**src/rtl/benes_sel_loader_pkg.sv**
```systemverilog
// -----------------------------------------------------------------------------
// benes_sel_loader_pkg
// Shared types and constants for the Benes select loader.
//   DEF_SWITCH_NUM : switches per Benes stage (select-word width)
//   DEF_STAGE_NUM  : number of Benes stages
//   DEF_EPOCH_W    : width of the commit counter
//   SEL_STAGE_W    : width of a stage index
//   BenesSelBank   : one full set of per-stage select words
//   BenesLoadState : loader FSM states
// -----------------------------------------------------------------------------
package benes_sel_loader_pkg;

    localparam int DEF_SWITCH_NUM = 16;
    localparam int DEF_STAGE_NUM  = 9;
    localparam int DEF_EPOCH_W    = 8;
    localparam int SEL_STAGE_W    = $clog2(DEF_STAGE_NUM);

    typedef logic [DEF_SWITCH_NUM-1:0] BenesSelBank [0:DEF_STAGE_NUM-1];

    // LOAD: shadow banks accept beats. FULL: shadow complete, waiting for commit.
    typedef enum logic [0:0] {
        LOAD = 1'b0,
        FULL = 1'b1
    } BenesLoadState;

    // Position of a (target, stage) pair inside the written-mask.
    // Module-network stages occupy the low half, slot-network stages the high half.
    function automatic int unsigned mask_pos(input logic target, input int unsigned stage,
                                             input int unsigned stage_num);
        int unsigned pos;
        if (target) begin
            pos = stage_num + stage;
        end else begin
            pos = stage;
        end
        return pos;
    endfunction

endpackage

```
**src/rtl/benes_sel_loader_if.sv**
```systemverilog
// -----------------------------------------------------------------------------
// benes_sel_loader_if
// Configuration stream into the Benes select loader.
//   i_cfg_valid  : beat valid
//   o_cfg_ready  : loader accepting beats
//   i_cfg_target : 0 = module network, 1 = slot network
//   i_cfg_stage  : stage index of this beat
//   i_cfg_bits   : select word, bit k = switch k (1 = cross)
//   i_cfg_last   : final beat of the configuration
//   i_commit     : request to swap shadow into active
// Modports: master drives the stream (scheduler/software), slave is the loader.
// -----------------------------------------------------------------------------
interface benes_sel_loader_if #(
    parameter int SWITCH_NUM = 16,
    parameter int STAGE_W    = 4
);

    logic                  i_cfg_valid;
    logic                  o_cfg_ready;
    logic                  i_cfg_target;
    logic [STAGE_W-1:0]    i_cfg_stage;
    logic [SWITCH_NUM-1:0] i_cfg_bits;
    logic                  i_cfg_last;
    logic                  i_commit;

    modport master (
        output i_cfg_valid,
        output i_cfg_target,
        output i_cfg_stage,
        output i_cfg_bits,
        output i_cfg_last,
        output i_commit,
        input  o_cfg_ready
    );

    modport slave (
        input  i_cfg_valid,
        input  i_cfg_target,
        input  i_cfg_stage,
        input  i_cfg_bits,
        input  i_cfg_last,
        input  i_commit,
        output o_cfg_ready
    );

endinterface

```
**src/rtl/benes_sel_loader_bank.sv**
```systemverilog
// -----------------------------------------------------------------------------
// benes_sel_bank
// One shadow + active register pair for a single Benes network.
//   clk, rst_n : clock, asynchronous active-low reset
//   wr_en      : write wr_bits into shadow stage wr_stage
//   wr_stage   : stage index of the write (must be < STAGE_NUM when wr_en)
//   wr_bits    : select word to store
//   swap       : copy the whole shadow bank into the active bank
//   active_sel : active selects, stage 0 first
// The active bank only ever changes on swap, so the interconnect never sees a
// half-written configuration.
// -----------------------------------------------------------------------------
module benes_sel_bank #(
    parameter int SWITCH_NUM = 16,
    parameter int STAGE_NUM  = 9,
    parameter int STAGE_W    = $clog2(STAGE_NUM)
) (
    input  logic                                  clk,
    input  logic                                  rst_n,
    input  logic                                  wr_en,
    input  logic [STAGE_W-1:0]                    wr_stage,
    input  logic [SWITCH_NUM-1:0]                 wr_bits,
    input  logic                                  swap,
    output logic [0:STAGE_NUM-1][SWITCH_NUM-1:0]  active_sel
);

    logic [0:STAGE_NUM-1][SWITCH_NUM-1:0] shadow_r;
    logic [0:STAGE_NUM-1][SWITCH_NUM-1:0] active_r;

    // Shadow bank: per-stage write; stage decode compares against each index
    // so an out-of-range index can never alias onto a real stage.
    always_ff @(posedge clk or negedge rst_n) begin
        if (!rst_n) begin
            shadow_r <= '0;
        end else begin
            for (int s = 0; s < STAGE_NUM; s++) begin
                if (wr_en && (32'(wr_stage) == s)) begin
                    shadow_r[s] <= wr_bits;
                end
            end
        end
    end

    // Active bank: whole-bank atomic copy from shadow on swap.
    always_ff @(posedge clk or negedge rst_n) begin
        if (!rst_n) begin
            active_r <= '0;
        end else if (swap) begin
            active_r <= shadow_r;
        end
    end

    assign active_sel = active_r;

endmodule

```
**src/rtl/benes_sel_loader.sv**
```systemverilog
// -----------------------------------------------------------------------------
// benes_sel_loader
// Double-buffered select loader for the module-side and slot-side Benes
// networks. Beats fill the shadow banks; once every (target, stage) pair has
// been written and a last beat arrives, the loader waits in FULL for a commit,
// which swaps both shadows into the active banks in the same cycle.
//   clk, rst_n      : clock, asynchronous active-low reset
//   cfg             : configuration stream (slave side)
//   o_module_select : active module-network selects -> IntcBenesInputs.i_module_select
//   o_slot_select   : active slot-network selects   -> IntcBenesInputs.i_slot_select
//   o_epoch         : successful commits, modulo 2^EPOCH_W
//   o_cfg_error     : sticky error (bad stage index or incomplete last)
//   i_err_clr       : clears o_cfg_error (a simultaneous error event wins)
// -----------------------------------------------------------------------------
module benes_sel_loader
    import benes_sel_loader_pkg::*;
#(
    parameter int SWITCH_NUM = DEF_SWITCH_NUM,
    parameter int STAGE_NUM  = DEF_STAGE_NUM,
    parameter int EPOCH_W    = DEF_EPOCH_W
) (
    input  logic                                  clk,
    input  logic                                  rst_n,
    benes_sel_loader_if.slave                     cfg,
    output logic [0:STAGE_NUM-1][SWITCH_NUM-1:0]  o_module_select,
    output logic [0:STAGE_NUM-1][SWITCH_NUM-1:0]  o_slot_select,
    output logic [EPOCH_W-1:0]                    o_epoch,
    output logic                                  o_cfg_error,
    input  logic                                  i_err_clr
);

    localparam int STAGE_W = $clog2(STAGE_NUM);
    localparam int MASK_W  = 2 * STAGE_NUM;

    BenesLoadState         state_r;
    BenesLoadState         state_next_s;
    logic [MASK_W-1:0]     mask_r;
    logic [MASK_W-1:0]     mask_next_s;
    logic [MASK_W-1:0]     beat_bit_s;
    logic [MASK_W-1:0]     mask_upd_s;
    logic [EPOCH_W-1:0]    epoch_r;
    logic                  err_r;
    logic                  err_next_s;
    logic                  ready_r;

    logic                  beat_s;
    logic                  stage_ok_s;
    logic                  wr_s;
    logic                  last_s;
    logic                  complete_s;
    logic                  commit_s;
    logic                  err_set_s;
    logic                  wr_module_s;
    logic                  wr_slot_s;

    // Beat decode: acceptance, stage range check and the mask bit it would set.
    always_comb begin
        beat_s     = cfg.i_cfg_valid & ready_r;
        stage_ok_s = (32'(cfg.i_cfg_stage) < STAGE_NUM);
        wr_s       = beat_s & stage_ok_s;
        last_s     = beat_s & cfg.i_cfg_last;
        beat_bit_s = '0;
        for (int s = 0; s < STAGE_NUM; s++) begin
            if (wr_s && (32'(cfg.i_cfg_stage) == s)) begin
                beat_bit_s[mask_pos(cfg.i_cfg_target, s, STAGE_NUM)] = 1'b1;
            end else begin
                beat_bit_s = beat_bit_s;
            end
        end
        // Completeness includes the current beat so a last on the final
        // missing stage still counts as complete.
        mask_upd_s  = mask_r | beat_bit_s;
        complete_s  = &mask_upd_s;
        commit_s    = (state_r == FULL) & cfg.i_commit;
        wr_module_s = wr_s & ~cfg.i_cfg_target;
        wr_slot_s   = wr_s & cfg.i_cfg_target;
    end

    // Next-state decode: LOAD -> FULL on a complete last, FULL -> LOAD on commit.
    // A commit in LOAD is simply not looked at.
    always_comb begin
        state_next_s = state_r;
        case (state_r)
            LOAD: begin
                if (last_s && complete_s) begin
                    state_next_s = FULL;
                end else begin
                    state_next_s = LOAD;
                end
            end
            FULL: begin
                if (commit_s) begin
                    state_next_s = LOAD;
                end else begin
                    state_next_s = FULL;
                end
            end
            default: begin
                state_next_s = LOAD;
            end
        endcase
    end

    // Mask and error next values.
    always_comb begin
        mask_next_s = mask_upd_s;
        if (commit_s) begin
            mask_next_s = '0;
        end else if (last_s && !complete_s) begin
            // Incomplete configuration is discarded; shadow contents are stale.
            mask_next_s = '0;
        end else begin
            mask_next_s = mask_upd_s;
        end

        err_set_s  = (beat_s & ~stage_ok_s) | (last_s & ~complete_s);
        err_next_s = err_r;
        if (err_set_s) begin
            err_next_s = 1'b1;
        end else if (i_err_clr) begin
            err_next_s = 1'b0;
        end else begin
            err_next_s = err_r;
        end
    end

    // Control registers. Ready is the registered decode of the next state, so
    // it is 0 during reset and rises at the first edge afterwards.
    always_ff @(posedge clk or negedge rst_n) begin
        if (!rst_n) begin
            state_r <= LOAD;
            mask_r  <= '0;
            ready_r <= 1'b0;
            epoch_r <= '0;
            err_r   <= 1'b0;
        end else begin
            state_r <= state_next_s;
            mask_r  <= mask_next_s;
            ready_r <= (state_next_s == LOAD);
            epoch_r <= epoch_r + EPOCH_W'(commit_s);
            err_r   <= err_next_s;
        end
    end

    benes_sel_bank #(
        .SWITCH_NUM (SWITCH_NUM),
        .STAGE_NUM  (STAGE_NUM),
        .STAGE_W    (STAGE_W)
    ) u_module_bank (
        .clk        (clk),
        .rst_n      (rst_n),
        .wr_en      (wr_module_s),
        .wr_stage   (cfg.i_cfg_stage),
        .wr_bits    (cfg.i_cfg_bits),
        .swap       (commit_s),
        .active_sel (o_module_select)
    );

    benes_sel_bank #(
        .SWITCH_NUM (SWITCH_NUM),
        .STAGE_NUM  (STAGE_NUM),
        .STAGE_W    (STAGE_W)
    ) u_slot_bank (
        .clk        (clk),
        .rst_n      (rst_n),
        .wr_en      (wr_slot_s),
        .wr_stage   (cfg.i_cfg_stage),
        .wr_bits    (cfg.i_cfg_bits),
        .swap       (commit_s),
        .active_sel (o_slot_select)
    );

    assign cfg.o_cfg_ready = ready_r;
    assign o_epoch         = epoch_r;
    assign o_cfg_error     = err_r;

endmodule

```
**src/flat_wrapper.sv**
```systemverilog
// flat-port wrapper written by rule: the top's interface ports become plain ports
module benes_sel_loader_flat import benes_sel_loader_pkg::*;
#(
    parameter int SWITCH_NUM = DEF_SWITCH_NUM,
    parameter int STAGE_NUM  = DEF_STAGE_NUM,
    parameter int EPOCH_W    = DEF_EPOCH_W
)
  (clk, rst_n, o_module_select, o_slot_select, o_epoch, o_cfg_error, i_err_clr, cfg_i_cfg_valid, cfg_i_cfg_target, cfg_i_cfg_stage, cfg_i_cfg_bits, cfg_i_cfg_last, cfg_i_commit, cfg_o_cfg_ready);
  benes_sel_loader_if #(.SWITCH_NUM(SWITCH_NUM), .STAGE_W(4)) cfg_i ();
  input  logic clk;
  input  logic rst_n;
  output logic [0:STAGE_NUM-1][SWITCH_NUM-1:0] o_module_select;
  output logic [0:STAGE_NUM-1][SWITCH_NUM-1:0] o_slot_select;
  output logic [EPOCH_W-1:0] o_epoch;
  output logic o_cfg_error;
  input  logic i_err_clr;
  input wire logic [$bits(cfg_i.i_cfg_valid)-1:0] cfg_i_cfg_valid;
  input wire logic [$bits(cfg_i.i_cfg_target)-1:0] cfg_i_cfg_target;
  input wire logic [$bits(cfg_i.i_cfg_stage)-1:0] cfg_i_cfg_stage;
  input wire logic [$bits(cfg_i.i_cfg_bits)-1:0] cfg_i_cfg_bits;
  input wire logic [$bits(cfg_i.i_cfg_last)-1:0] cfg_i_cfg_last;
  input wire logic [$bits(cfg_i.i_commit)-1:0] cfg_i_commit;
  output wire logic [$bits(cfg_i.o_cfg_ready)-1:0] cfg_o_cfg_ready;
  assign cfg_i.i_cfg_valid = cfg_i_cfg_valid;
  assign cfg_i.i_cfg_target = cfg_i_cfg_target;
  assign cfg_i.i_cfg_stage = cfg_i_cfg_stage;
  assign cfg_i.i_cfg_bits = cfg_i_cfg_bits;
  assign cfg_i.i_cfg_last = cfg_i_cfg_last;
  assign cfg_i.i_commit = cfg_i_commit;
  assign cfg_o_cfg_ready = cfg_i.o_cfg_ready;
  benes_sel_loader #(.SWITCH_NUM(SWITCH_NUM), .STAGE_NUM(STAGE_NUM), .EPOCH_W(EPOCH_W)) u_core (.clk(clk), .rst_n(rst_n), .cfg(cfg_i), .o_module_select(o_module_select), .o_slot_select(o_slot_select), .o_epoch(o_epoch), .o_cfg_error(o_cfg_error), .i_err_clr(i_err_clr));
endmodule
```
**config.mk**
```make
export PLATFORM = sky130hd
export DESIGN_NAME = benes_sel_loader_flat
export DESIGN_NICKNAME = d
export VERILOG_FILES = /design/src/rtl/benes_sel_loader_pkg.sv /design/src/rtl/benes_sel_loader_if.sv /design/src/rtl/benes_sel_loader_bank.sv /design/src/rtl/benes_sel_loader.sv /design/src/flat_wrapper.sv
export SDC_FILE = /design/constraint.sdc
export NUM_CORES = 1
export LEC_CHECK = 0
export CORE_MARGIN = 5
export CORE_UTILIZATION = 58
export DETAILED_ROUTE_END_ITERATION = 10
export GPL_TIMING_DRIVEN = 0
export PLACE_DENSITY = 0.93
export SYNTH_ARGS = -nofsm -noshare
export SYNTH_HDL_FRONTEND = slang
export SYNTH_SLANG_ARGS = --single-unit
```
**constraint.sdc**
```tcl
create_clock -name clk -period 5.6 [get_ports clk]
set_clock_uncertainty 0.15 [all_clocks]
set_input_delay 0.56 -clock clk [delete_from_list [all_inputs] [get_ports clk]]
set_output_delay 0.56 -clock clk [all_outputs]
set_load 0.05 [all_outputs]
```
; Yosys cells after proc, flatten, opt, wreduce, memory -nomap -nowiden
; Cells that the tools add are included.
[word_totals]
ramBits = 0
out_inout_bits = 298
reg_bits = 605
latch_bits = 0
memories = 0
mem_bits_ro = 0
elab_cells = 186
input_bits = 27
[classes]
n_div = 0
n_addsub = 1
n_mul = 0
eq_ne = 8
n_lt_le_gt_ge = 19
n_shift = 0
n_bitwise = 23
reduce_logical = 42
mux = 52
[op_table]
columns = cell, count
row1 = $ge A32 B1 Y1 const B, 9
row2 = $lt A32 B6 Y1 const B, 9
row3 = $mux W32, 9
row4 = $mux W18, 11
row5 = $or A18 B18 Y18, 9
row6 = $demux W1 S5, 9
row7 = $logic_and A1 B1 Y1, 38
row8 = $mux W4, 7
row9 = $reduce_and A18 Y1, 1
row10 = $eq A4 B3 Y1 const B, 4
row11 = $mux W1, 13
row12 = $mux W5, 2
row13 = $add A8 B1 Y8, 1
row14 = $and A1 B1 Y1, 8
row15 = $eq A4 B2 Y1 const B, 2
row16 = $not A1 Y1, 5
row17 = $eq A4 B1 Y1 const B, 1
row18 = $eq A4 B4 Y1 const B, 1
row19 = $logic_not A4 Y1, 1
row20 = $lt A4 B4 Y1 const B, 1
row21 = $pmux W1 S2, 1
row22 = $reduce_bool A2 Y1, 1
row23 = $logic_not A1 Y1, 1
row24 = $or A1 B1 Y1, 1

; Longest topological paths before layout
[logic_depth]
ltp_word = 31
ltp_mapped = 10
depth_no_buf = 7

; Cells and area by module
; From an unflattened synthesis, not the netlist that was laid out.
[unflattened]
hier_cells = 1389
hier_area_um2 = 23128.4
[by_module_without_submodules]
columns = module, area_each_um2, cells_each, n_inst, seq_area_each_um2
row1 = benes_sel_bank, 10732.8, 618, 2, 7206.9
row2 = benes_sel_loader, 1662.8, 153, 1, 725.7

; Worst setup path after synthesis
; Ideal clock, no wire load.
[synth_path]
path_type = input-to-reg
from = in cfg_i_commit
to = reg u_core.epoch_r[7] (netlist: u_core.o_epoch[7])
setup_slack_ps = 2927
t_required_ps = 5310
setup_time_ps = 140
path_buffers = 2
arrival_time_ps = 2383
cell_stages = 9
cell_sequence = nand2_1 > inv_2 > clkbuf_1 > buf_1 > ha_1 > and3_1 > nand3_1 > or2_2 > xnor2_1
[synth_between]
elab_chain_cells = 2
[synth_lines]
columns = item, line_no
row1 = start: declaration, flat_wrapper.sv:22  ; input wire logic [$bits(cfg_i.i_commit)-1:0] cfg_i_commit;
row2 = $and A1 B1 Y1, benes_sel_loader.sv:74  ; commit_s = (state_r == FULL) & cfg.i_commit;
row3 = named net u_core.commit_s, benes_sel_loader.sv:51  ; logic commit_s;
row4 = $add A8 B1 Y8, benes_sel_loader.sv:140  ; epoch_r <= epoch_r + EPOCH_W'(commit_s);
row5 = end signal: assignment, benes_sel_loader.sv:140
row6 = end: declaration, benes_sel_loader.sv:41  ; logic [EPOCH_W-1:0] epoch_r;
; The timed path passes the listed nets, and every way through them passes these cells.
; A chain may end at the register's enable or synchronous reset.

; Final worst setup path
; Same ends and word-level chain as after synthesis.

==> results.cfg <==
[global_route]
grt_usage_pct = 27.5
grt-ovfl-total = 0
grt_pass1_wl_um = 91800
antenna_found_initial = 11
grt_max_degree = 131
grt_pass1_vias = 15045

[clocking]
clk_latency_ns = 0.61
htree_levels = 2
clk_pin_slew_ns = 0.06
cts_buffer_depth = 3
cts_buffers = 56
cts_tree = yes
cts_resized = 0
numClockSinks = 605
clockRootBuffer = clkbuf_16

[floorplanning]
die_h_um = 208
coreArea_um2 = 38700
die-area_um2 = 43300
initial_core_util_pct = 58.7
num_rows = 72
die_x_um = 208
ios = 325

[synth]
seq_area_frac_synth_pct = 66.6
syn_avg_cell_area_um2 = 16.1
synth_flop_cell = dfrtp_1
synthCells = 1415
syn_nets = 1444
yosys_warnings = 0
netlist.area_leader.share_pct = 66.6
ys_top_cells_by_area = dfrtp_1 (67%), mux2_2 (28%), nand2_1 (0.97%)
yosysTopAreaCell = dfrtp_1
ys_types = 55
synthMostInstantiatedCell = dfrtp_1
synth_seq_cells = 605
synth_common_cells = dfrtp_1 (605), mux2_2 (561), nand2_1 (59)
synth_edf_count = 0
async_flop_share_pct = 100
syn_area_um2 = 22700

[sta]
drv_slew = 0
tightest_slew_ns = 1.10
rsz0062_at_grt = no
period_needed_ns = 3.34
slew-limit-headroom_pct = 26.8
finalHoldViolations = 0
max_freq_mhz = 300
period_share_pct = 59.6
setup_viol = 0
setup-tns-final_ns = 0

[pwr]
leakage_nw = 13.8
ir_drop_mv = 0.269
power_density_nw_per_um2 = 332

[setup_path]
end_kind = flop
rr_startpoint = u_core.state_r
rrSetupSlack_ns = 2.38
critPathRequiredTime_ns = 5.93
critPathLaunchType = input pin
slowest_delay_ns = 0.67
regToRegEndpoint = u_core.o_epoch[7]
crit_chain = clkdlybuf4s50_1 > nand2_1 > inv_2 > clkbuf_1 > buf_1 > ha_1 > and3_1 > nand3_1 > or2_2 > xnor2_1
slowest_stage = clkbuf_1
crit_arrival_ns = 3.67
crit_type = in2reg
reg2reg_depth = 9
path_max_fanout = 10

[status]
status = completed

[layout]
fin_nets = 1831
drive_gt1_share_pct = 37.0
area_growth_syn_to_layout_pct = 25.9
design_area_um2 = 28600
final_util_pct = 73.9

[routing]
wire_per_inst_um = 25.1
drc_errors = 0
drtAntennaViolNets = 0
vias = 13590
dr.pass1.iters = 5
drt_iter0_markers = 904
routed_wl_um = 59400
via_per_inst = 5.74

[place]
portBuffers = 324
place_hpwl_um = 39700
place_area_um2 = 26700
gp_congestion = 0.857

[flow_run]
cap_violations = 0

[worst_hold_path]
hold_start = u_core.o_epoch[7]
hold_depth = 1
holdPathEnd = u_core.o_epoch[7]
hold_path.class = reg2reg
power by group:
part | total, W | leakage (nW) | switching (W) | internal, W
combinational | 0.000682 | 4.74 | 0.000337 | 0.000345
clock | 0.00380 | 0.918 | 0.00162 | 0.00219
sequential | 0.00500 | 8.12 | 0.000227 | 0.00478
metal layers:
metal,wire (um),vias up,global-route usage [%]
met2,28600,544,44.3
li1,-,5751,-
met5,27,-,0
met3,4380,178,7.32
met4,3290,4,13.9
met1,23100,7113,34.8
worst max-delay path, delay by kind of cell:
kind / cells / cell delay [ns]
xor gates and xnor gates: 1 / 0.13
buffers and inverters: 4 / 1.89
adders and majority gates: 1 / 0.31
and+or+nand+nor: 4 / 0.76
flip-flops by register name, summed over array words and instances, names as in the netlist:
name                             cells
u_core.cfg.o_cfg_ready               1
u_core.mask_r                       18
u_core.o_cfg_error                   1
u_core.o_epoch                       8
u_core.state_r                       1
u_core.u_module_bank.active_sel    144
u_core.u_module_bank.shadow_r      144
u_core.u_slot_bank.active_sel      144
u_core.u_slot_bank.shadow_r        144
cells by family (layout without fill, tap and decap cells):
family                   Yosys count  after routing  synth area share, %
multiplexers                     563            563                 27.9
AO/OA/AOI/OAI                     28             28                0.875
XOR/XNOR                           6              6                0.231
buffers and inverters             85            513                 1.57
AND/OR/NAND/NOR                  126            126                 2.77
flip-flops                       605            605                 66.6
adder cells (fa/ha/maj)            2              2                0.110
other                              0              7                    0
through the flow:
step	worst slack (ns)	hold WS, ns	std cells	total power [W]
global route	2.09	0.338	2366	0.00984
finish	2.26	0.320	2368	0.00949
CTS	2.33	0.324	2361	0.00955
floorplan	2.93	0.114	1415	0.00541
detailed placement	1.73	0.311	2261	0.00575
global placement	-21.08	0.307	2257	0.00567
what timing repair did:
action / 4_1_cts / 5_1_grt
hold endpoints to repair: 96 / 0
hold buffers: 1 / 0
setup buffers: 0 / 0
how the worst max path moves through the flow:
stage,slack (ns),cells after the start,end,from
after floorplan,2.93,9,u_core.o_epoch[7],cfg_i_commit
after global placement,-21.08,1,u_core.o_epoch[5],rst_n
after detailed placement,1.73,10,u_core.o_epoch[7],cfg_i_commit
after CTS,2.33,10,u_core.o_epoch[7],cfg_i_commit
after global routing,2.09,10,u_core.o_epoch[7],cfg_i_commit
final,2.26,10,u_core.o_epoch[7],cfg_i_commit
layout make-up:
class / instances / area, um2
Timing Repair Buffer: 329 / 3370
Antenna cell: 7 / 17.5
Tap cell: 518 / 648
Fill cell: 2270 / 10100
Clock buffer: 84 / 1670
Clock inverter: 15 / 180
Sequential cell: 605 / 15100
Inverter: 7 / 26.3
Buffer: 78 / 332
Multi-Input combinational cell: 725 / 7240
placed cells by master, fill, tap and decap left out, drive strengths merged, types with 2 or more instances in the layout:
cell           synthesis  layout
and2                   2       2
bufinv                 0       3
xor2                   2       2
or2                    3       3
inv                    7       9
o21a                   2       2
buf                   20      25
mux2                 562     562
clkbuf                58     142
diode                  0       7
nand4                  3       3
nor2                  29      29
a21oi                 11      11
ha                     2       2
nand2                 59      59
clkdlybuf4s50          0     323
nor2b                  4       4
o21ai                  2       2
xnor2                  4       4
nor3                   3       3
nand3                  8       8
or3b                   2       2
and3                   4       4
clkinv                 0      10
dfrtp                605     605
No activity file was read; power rests on OpenSTA's default activity.
